[config.mk]
export PLATFORM = sky130hd
export DESIGN_NAME = apb3_requester
export DESIGN_NICKNAME = d
export VERILOG_FILES = /design/src/rtl/apb3_requester.sv
export SDC_FILE = /design/constraint.sdc
export NUM_CORES = 1
export LEC_CHECK = 0
export ABC_CLOCK_PERIOD_IN_PS = 1950
export CAP_MARGIN = 20
export CORE_MARGIN = 1
export CORE_UTILIZATION = 41
export CTS_BUF_LIST = sky130_fd_sc_hd__clkbuf_16
export DETAILED_ROUTE_END_ITERATION = 16
export HOLD_SLACK_MARGIN = 0.12
export PLACE_DENSITY = 0.8
export SYNTH_ARGS = -nofsm -noshare
export SYNTH_HDL_FRONTEND = slang
export SYNTH_SLANG_ARGS = --single-unit
[constraint.sdc]
create_clock -name CLK -period 1.95 [get_ports CLK]
set_input_delay 0.585 -clock CLK [delete_from_list [all_inputs] [get_ports CLK]]
set_output_delay 0.585 -clock CLK [all_outputs]
set_load 0.02 [all_outputs]
[src/rtl/apb3_requester.sv]
// APB3 requester: valid/ready command in, SETUP/ACCESS transfer out, response held until RSP_READY.
// Latency: a handshake at edge t gives RSP_VALID in cycle t+3 plus wait states. The request side stalls until the response is consumed.
module apb3_requester #(
  parameter int ADDR_WIDTH     = 32,
  parameter int DATA_WIDTH     = 32,
  parameter int TIMEOUT_CYCLES = 16
) (
  input  logic                  CLK,
  input  logic                  RST_N,
  input  logic                  REQ_VALID,
  output logic                  REQ_READY,
  input  logic                  REQ_WRITE,
  input  logic [ADDR_WIDTH-1:0] REQ_ADDR,
  input  logic [DATA_WIDTH-1:0] REQ_WDATA,
  output logic                  RSP_VALID,
  input  logic                  RSP_READY,
  output logic [DATA_WIDTH-1:0] RSP_RDATA,
  output logic                  RSP_ERR,
  output logic                  RSP_TIMEOUT,
  output logic                  PSEL,
  output logic                  PENABLE,
  output logic                  PWRITE,
  output logic [ADDR_WIDTH-1:0] PADDR,
  output logic [DATA_WIDTH-1:0] PWDATA,
  input  logic [DATA_WIDTH-1:0] PRDATA,
  input  logic                  PREADY,
  input  logic                  PSLVERR
);

  localparam int CNT_W = (TIMEOUT_CYCLES > 1) ? $clog2(TIMEOUT_CYCLES + 1) : 1;
  localparam logic [CNT_W-1:0] TO_VAL = CNT_W'(TIMEOUT_CYCLES);
  localparam bit TO_EN = (TIMEOUT_CYCLES != 0);
  localparam logic [ADDR_WIDTH-1:0] ALIGN_MASK = ADDR_WIDTH'((DATA_WIDTH / 8) - 1);

  typedef enum logic [1:0] {IDLE, SETUP, ACCESS, RESP} state_t;

  state_t                state_q, state_d;
  logic [CNT_W-1:0]      cnt_q, cnt_d, cnt_inc;
  logic                  req_ready_q, req_ready_d;
  logic                  rsp_valid_q, rsp_valid_d;
  logic [DATA_WIDTH-1:0] rsp_rdata_q, rsp_rdata_d;
  logic                  rsp_err_q, rsp_err_d;
  logic                  rsp_timeout_q, rsp_timeout_d;
  logic                  psel_q, psel_d;
  logic                  penable_q, penable_d;
  logic                  pwrite_q, pwrite_d;
  logic [ADDR_WIDTH-1:0] paddr_q, paddr_d;
  logic [DATA_WIDTH-1:0] pwdata_q, pwdata_d;

  assign cnt_inc = cnt_q + 1'b1;

  always_comb begin
    state_d       = state_q;
    cnt_d         = cnt_q;
    rsp_rdata_d   = rsp_rdata_q;
    rsp_err_d     = rsp_err_q;
    rsp_timeout_d = rsp_timeout_q;
    pwrite_d      = pwrite_q;
    paddr_d       = paddr_q;
    pwdata_d      = pwdata_q;
    unique case (state_q)
      IDLE: begin
        if (REQ_VALID && req_ready_q) begin
          paddr_d  = REQ_ADDR;
          pwrite_d = REQ_WRITE;
          pwdata_d = REQ_WDATA;
          cnt_d    = '0;
          // Misaligned commands are answered locally without touching the bus.
          if (|(REQ_ADDR & ALIGN_MASK)) begin
            state_d       = RESP;
            rsp_err_d     = 1'b1;
            rsp_timeout_d = 1'b0;
            rsp_rdata_d   = '0;
          end else begin
            state_d = SETUP;
          end
        end
      end
      SETUP: state_d = ACCESS;
      ACCESS: begin
        if (PREADY) begin
          state_d       = RESP;
          rsp_rdata_d   = (pwrite_q || PSLVERR) ? '0 : PRDATA;
          rsp_err_d     = PSLVERR;
          rsp_timeout_d = 1'b0;
        end else begin
          cnt_d = cnt_inc;
          if (TO_EN && (cnt_inc == TO_VAL)) begin
            state_d       = RESP;
            rsp_rdata_d   = '0;
            rsp_err_d     = 1'b1;
            rsp_timeout_d = 1'b1;
          end
        end
      end
      RESP: if (RSP_READY) state_d = IDLE;
      default: state_d = IDLE;
    endcase
    // Handshake/bus strobes are decoded from the next state so they come straight from flops.
    req_ready_d = (state_d == IDLE);
    psel_d      = (state_d == SETUP) || (state_d == ACCESS);
    penable_d   = (state_d == ACCESS);
    rsp_valid_d = (state_d == RESP);
  end

  always_ff @(posedge CLK) begin
    if (RST_N) begin
      state_q       <= IDLE;
      cnt_q         <= '0;
      req_ready_q   <= 1'b0;
      rsp_valid_q   <= 1'b0;
      rsp_rdata_q   <= '0;
      rsp_err_q     <= 1'b0;
      rsp_timeout_q <= 1'b0;
      psel_q        <= 1'b0;
      penable_q     <= 1'b0;
      pwrite_q      <= 1'b0;
      paddr_q       <= '0;
      pwdata_q      <= '0;
    end else begin
      state_q       <= state_d;
      cnt_q         <= cnt_d;
      req_ready_q   <= req_ready_d;
      rsp_valid_q   <= rsp_valid_d;
      rsp_rdata_q   <= rsp_rdata_d;
      rsp_err_q     <= rsp_err_d;
      rsp_timeout_q <= rsp_timeout_d;
      psel_q        <= psel_d;
      penable_q     <= penable_d;
      pwrite_q      <= pwrite_d;
      paddr_q       <= paddr_d;
      pwdata_q      <= pwdata_d;
    end
  end

  assign REQ_READY   = req_ready_q;
  assign RSP_VALID   = rsp_valid_q;
  assign RSP_RDATA   = rsp_rdata_q;
  assign RSP_ERR     = rsp_err_q;
  assign RSP_TIMEOUT = rsp_timeout_q;
  assign PSEL        = psel_q;
  assign PENABLE     = penable_q;
  assign PWRITE      = pwrite_q;
  assign PADDR       = paddr_q;
  assign PWDATA      = pwdata_q;

endmodule

* Word level (Yosys, flattened, before mapping)
Index checks and enable logic that the tools add are counted.
W data, S select, Z words.
** Word-level totals
- Output and inout bits :: 103
- Word-level logic and storage cells :: 58
- Bits in registers :: 110
** Operators by class
- Muxes and demuxes :: 24
- Reduce and logical (&&, ||, !) cells :: 10
- Add/subtract/negate cells :: 1
- Eq/ne operators :: 11
** Operators by type and width (number)
- $mux W32 :: 5
- $pmux W32 S2 :: 1
- $mux W2 :: 5
- $mux W5 :: 2
- $pmux W5 S2 :: 1
- $eq A2 B2 Y1 const B :: 4
- $pmux W2 S4 :: 1
- $mux W1 :: 7
- $ne A2 B2 Y1 const B :: 3
- $add A5 B1 Y5 const B :: 1
- $eq A5 B5 Y1 const B :: 1
- $eq A2 B1 Y1 const B :: 2
- $logic_not A2 Y1 :: 2
- $pmux W1 S2 :: 2
- $reduce_and A4 Y1 :: 1
- $ne A3 B3 Y1 const B :: 1
- $reduce_and A3 Y1 :: 1
- $logic_or A1 B1 Y1 :: 2
- $reduce_and A2 Y1 :: 1
- $reduce_bool A2 Y1 :: 1
- $reduce_or A2 Y1 :: 1
- $logic_and A1 B1 Y1 :: 1

* Depth between registers and ports, before layout
- Depth in word-level cells :: 7
- Mapped depth :: 8

* Least setup slack after synthesis
Ideal clock, no wire load.
- Path kind :: reg2reg
- From :: reg cnt_q[0]
- To :: reg psel_q (netlist: PSEL)
- Buffers on the path :: 0
- Arrival :: 1.680 ns
- Stages on the path, launching flop included :: 7
- Setup time :: 0.117 ns
- Slack :: 0.152 ns
- Required time :: 1.833 ns
- Cells stage by stage :: dfxtp_1 ha_1 nand2_1 or2_2 a31o_2 ha_1 nor2b_1
** On the way
- Longest elaborated chain between the ends :: 7
- Elaborated cells between the ends (all ways) :: 8
- Those cells by class :: add/sub: 1; eq/ne: 3; mux: 3; reduce/logical: 1
** Ends and longest elaborated chain
- from (decl) :: RTL line 38 : logic [CNT_W-1:0] cnt_q, cnt_d, cnt_inc;
- from (signal assigned) :: RTL line 122 : cnt_q <= cnt_d;
- $add A5 B1 Y5 * :: RTL line 50 : assign cnt_inc = cnt_q + 1'b1;
- $eq A5 B5 Y1 * :: RTL line 88 : if (TO_EN && (cnt_inc == TO_VAL)) begin
- $mux W2 * :: RTL line 88
- $mux W2 * :: RTL line 81 : if (PREADY) begin
- $pmux W2 S4 * :: RTL line 61 : unique case (state_q)
- $eq A2 B1 Y1 / $eq A2 B2 Y1 (equally long branches) :: RTL line 101 : psel_d = (state_d == SETUP) || (state_d == ACCESS);
- $logic_or A1 B1 Y1 * :: RTL line 101
- via psel_d :: RTL line 44 : logic psel_q, psel_d;
- to (signal assigned) :: RTL line 128 : psel_q <= psel_d;
- to (decl) :: RTL line 44
Mark *: on every way through the listed nets, which the timed path passes. The rest lies on a longest branch.
A chain may end at the register's enable or synchronous reset.

* Final worst setup path
- From :: reg pwdata_q[25] (netlist: PWDATA[25])
- To :: out PWDATA[25]
** RTL lines
- from (decl) :: RTL line 48 : logic [DATA_WIDTH-1:0] pwdata_q, pwdata_d;
- from (signal assigned) :: RTL line 132 : pwdata_q <= pwdata_d;
- to (decl) :: RTL line 24 : output logic [DATA_WIDTH-1:0] PWDATA,
No word-level cell between the ends.

==> run_results.csv <==
group,metric,value,unit
run_status,status,"completed",
setup_path,slowest_stage,"clkdlybuf4s50_1",
timing,hold_viol_final,0,
cts,cts.sinks,110,
timing,setup_viol,0,
setup_path,path_buf_inv,1,
cts,clockBufferDepth,2,
route,drt_iter0_markers,300,
yosys,synth_top_cells_by_count,"nand2_1 (165), dfxtp_1 (110), a21oi_1 (73)",
route,drt_wl_total,13500,um
global_routing,grt_pass1_vias,4592,
route,via_count,4722,
floorplan,rows,37,
global_routing,grt_pass1_wl,21300,um
timing,slew_headroom,0.663,
setup_path,worst-r2r-cell-count,6,
worst_hold_path,hold_depth,2,
route,first_pass_iters,5,
timing,min_period,1.90,ns
route,routed_via_density,5.15,
floorplan,coreArea,0.0104,mm2
placement,hpwl,9280,um
yosys,synth_adder_area_share,0.0113,
yosys,synthXorXnorAreaFrac,0,
route,drc_errors,0,
setup_path,path_delay_family,"buffers and inverters",
floorplan,ios,206,
route,wire_per_inst,14.7,um
yosys,synth-seq-cells,110,
cts,clock_latency,0.34,ns
yosys,synth_edf_count,0,
setup_path,startpoint,"PWDATA[25]",
yosys,synth_area,0.00443,mm2
floorplan,start_util,0.425,
yosys,synth_mux_area_frac,0,
setup_path,critPathMaxFanout,2,
setup_path,slowest_delay,0.64,ns
setup_path,endpoint_kind,"primary output",
finish,n_antenna_cell,0,
timing,tns,0,ns
yosys,synthDistinctLibCells,33,
setup_path,r2r_setup_slack,0.09,ns
yosys,syn_avg_cell_area,7.77,um2
setup_path,critPathLaunchType,"flip-flop",
global_routing,grt_overflow,0,
timing,tightest_slew,0.506,ns
worst_hold_path,hold_path.class,"reg2reg",
yosys,synth_top_area_frac,0.497,
power_and_ir_drop,p_total,5.83,mW
yosys,ys_seq_area_frac,0.497,
global_routing,antenna_found_initial,0,
finish,drive_above_1_share,0.0781,
yosys,synth_compound_gate_area_share,0.195,
timing,grt_setup_unrepaired,"false",
global_routing,grt_max_degree,53,
finish,area_growth,61.1,%
yosys,synth.top_cells.by_area,"dfxtp_1 (50%), nand2_1 (14%), a21oi_1 (8.3%)",
cts,cts_buffers,9,
cts,clk_pin_slew,0.07,ns
cts,hold_buffers,0,
setup_path,critical_path_class,"reg2out",
cts,cts_tree,"done",
setup_path,arrival,1.32,ns
timing,fmaxAchievable,526,MHz
finish,fin_nets,883,
timing,post-route-period-util,0.975,
floorplan,die_area,0.0112,mm2
timing,drv_slew,0,
yosys,synth_ff_type,"dfxtp_1",
setup_path,rr_startpoint,"cnt_q[0]",
yosys,synth_nets,677,
floorplan,die_x,106,um
power_and_ir_drop,peakVddDrop,0.503,mV
setup_path,worstPathRequired,1.36,ns
placement,numPortBuffers,205,
timing,worst_clock_skew,0.0135,ns
global_routing,grt_usage,0.234,
yosys,yosys.area_share.simple,0.254,
setup_path,crit_chain,"clkdlybuf4s50_1",
yosys,synth_warnings,0,
yosys,async_reset_ff_frac,0,
run,drv_cap,0,
route,detail-route-antenna-nets,0,
finish,fin_util,0.685,
setup_path,regToRegEndpoint,"PSEL",
setup_path,crit_cells,1,
placement,globalplace.congestion,0.781,
worst_hold_path,hp-start,"PWDATA[3]",
yosys,synth_top_family_by_area,"simple AND/OR/NAND/NOR gates",
cts,cts_max_level,3,
yosys,synth_most_common_cell,"nand2_1",
yosys,syn_inst,570,
power_and_ir_drop,p_leak,2.46,nW
worst_hold_path,min_to,"PWDATA[3]",
power_and_ir_drop,power_per_cell_area,817,mW/mm2
yosys,yosysTopAreaCell,"dfxtp_1",
cts,cts_root_buffer,"clkbuf_16",
floorplan,die_h,106,um
==> flip-flops by register name, summed over array words and instances, names as in the netlist <==
| signal | count |
|---|---|
| PENABLE | 1 |
| PWDATA | 32 |
| RSP_ERR | 1 |
| cnt_q | 5 |
| RSP_TIMEOUT | 1 |
| RSP_VALID | 1 |
| state_q | 2 |
| RSP_RDATA | 32 |
| PWRITE | 1 |
| REQ_READY | 1 |
| PSEL | 1 |
| PADDR | 32 |
==> layout by cell type, fill, tap and decap left out, types with 3 or more instances in the layout <==
cell / Yosys / routed
a21oi_1: 73 / 71
buf_12: 0 / 7
buf_4: 0 / 26
clkbuf_16: 0 / 10
clkdlybuf4s50_1: 0 / 201
clkinvlp_4: 0 / 3
dfxtp_1: 110 / 110
ha_1: 4 / 3
nand2_1: 165 / 165
nand2b_1: 32 / 32
nor2_1: 44 / 44
nor2b_1: 5 / 5
o211ai_1: 33 / 33
o21ai_0: 31 / 30
o21ai_1: 5 / 6
==> per-stage QoR <==
| stage | hold slack, ns | instances | cell area (um2) | worst slack, ns |
|---|---|---|---|---|
| floorplan | 0.463 | 570 | 4430 | 0.152 |
| global placement | 0.441 | 897 | 6800 | -0.231 |
| detailed placement | 0.446 | 897 | 6800 | -0.269 |
| CTS | 0.456 | 913 | 7070 | 0.0266 |
| global route | 0.470 | 917 | 7130 | 0.0134 |
| finish | 0.452 | 917 | 7130 | 0.0491 |
==> logic make-up (layout without fill, tap and decap cells) <==
kind of cell / count (synthesis) / count (layout)
and+or+nand+nor: 259 / 259
AOI/OAI and AO/OA: 151 / 151
DFF: 110 / 110
buffers and inverters: 46 / 257
adders and majority gates: 4 / 4
==> per-layer routing <==
layer	wire length, um	track usage	vias to the layer above
li1	-	-	2311
met1	5350	0.273	2179
met2	6810	0.412	200
met3	992	0.0515	32
met4	334	0.0972	0
met5	0	0	-
==> worst register-to-register path, stage by stage (launching register included) <==
cell and delay (ns):
dfxtp_1 0.42, ha_2 0.24, nand2_1 0.07, or2_2 0.33
a31o_2 0.26, ha_1 0.29, nor2b_1 0.14
==> layout make-up <==
cell class / instances / area, um2
Fill cell: 842 / 3280
Timing Repair Buffer: 239 / 2410
Sequential cell: 110 / 2200
Multi-Input combinational cell: 414 / 2070
Clock buffer: 9 / 225
Tap cell: 136 / 170
Clock inverter: 7 / 48.8
Inverter: 2 / 7.51
==> worst max path at each step <==
stage	end	slack, ns
floorplan	PSEL	0.15
global placement	PSEL	-0.23
detailed placement	RSP_RDATA[0]	-0.27
CTS	PWDATA[25]	0.03
global route	PSEL	0.01
finish	PWDATA[25]	0.05
==> repair_timing <==
| action | CTS | global route |
|---|---|---|
| cloned | 0 | 2 |
| buffers inserted | 0 | 2 |
| setup endpoints to repair | 2 | 29 |
| gates resized for setup | 2 | 5 |
| pin swaps | 0 | 1 |
==> where the power goes <==
| part | switching, mW | internal (mW) | leakage [nW] |
|---|---|---|---|
| clock network | 0.832 | 0.868 | 0.125 |
| registers | 0.103 | 2.42 | 0.892 |
| logic | 0.799 | 0.804 | 1.44 |
| total | 1.73 | 4.09 | 2.46 |
(Power assumes the default switching activity.)
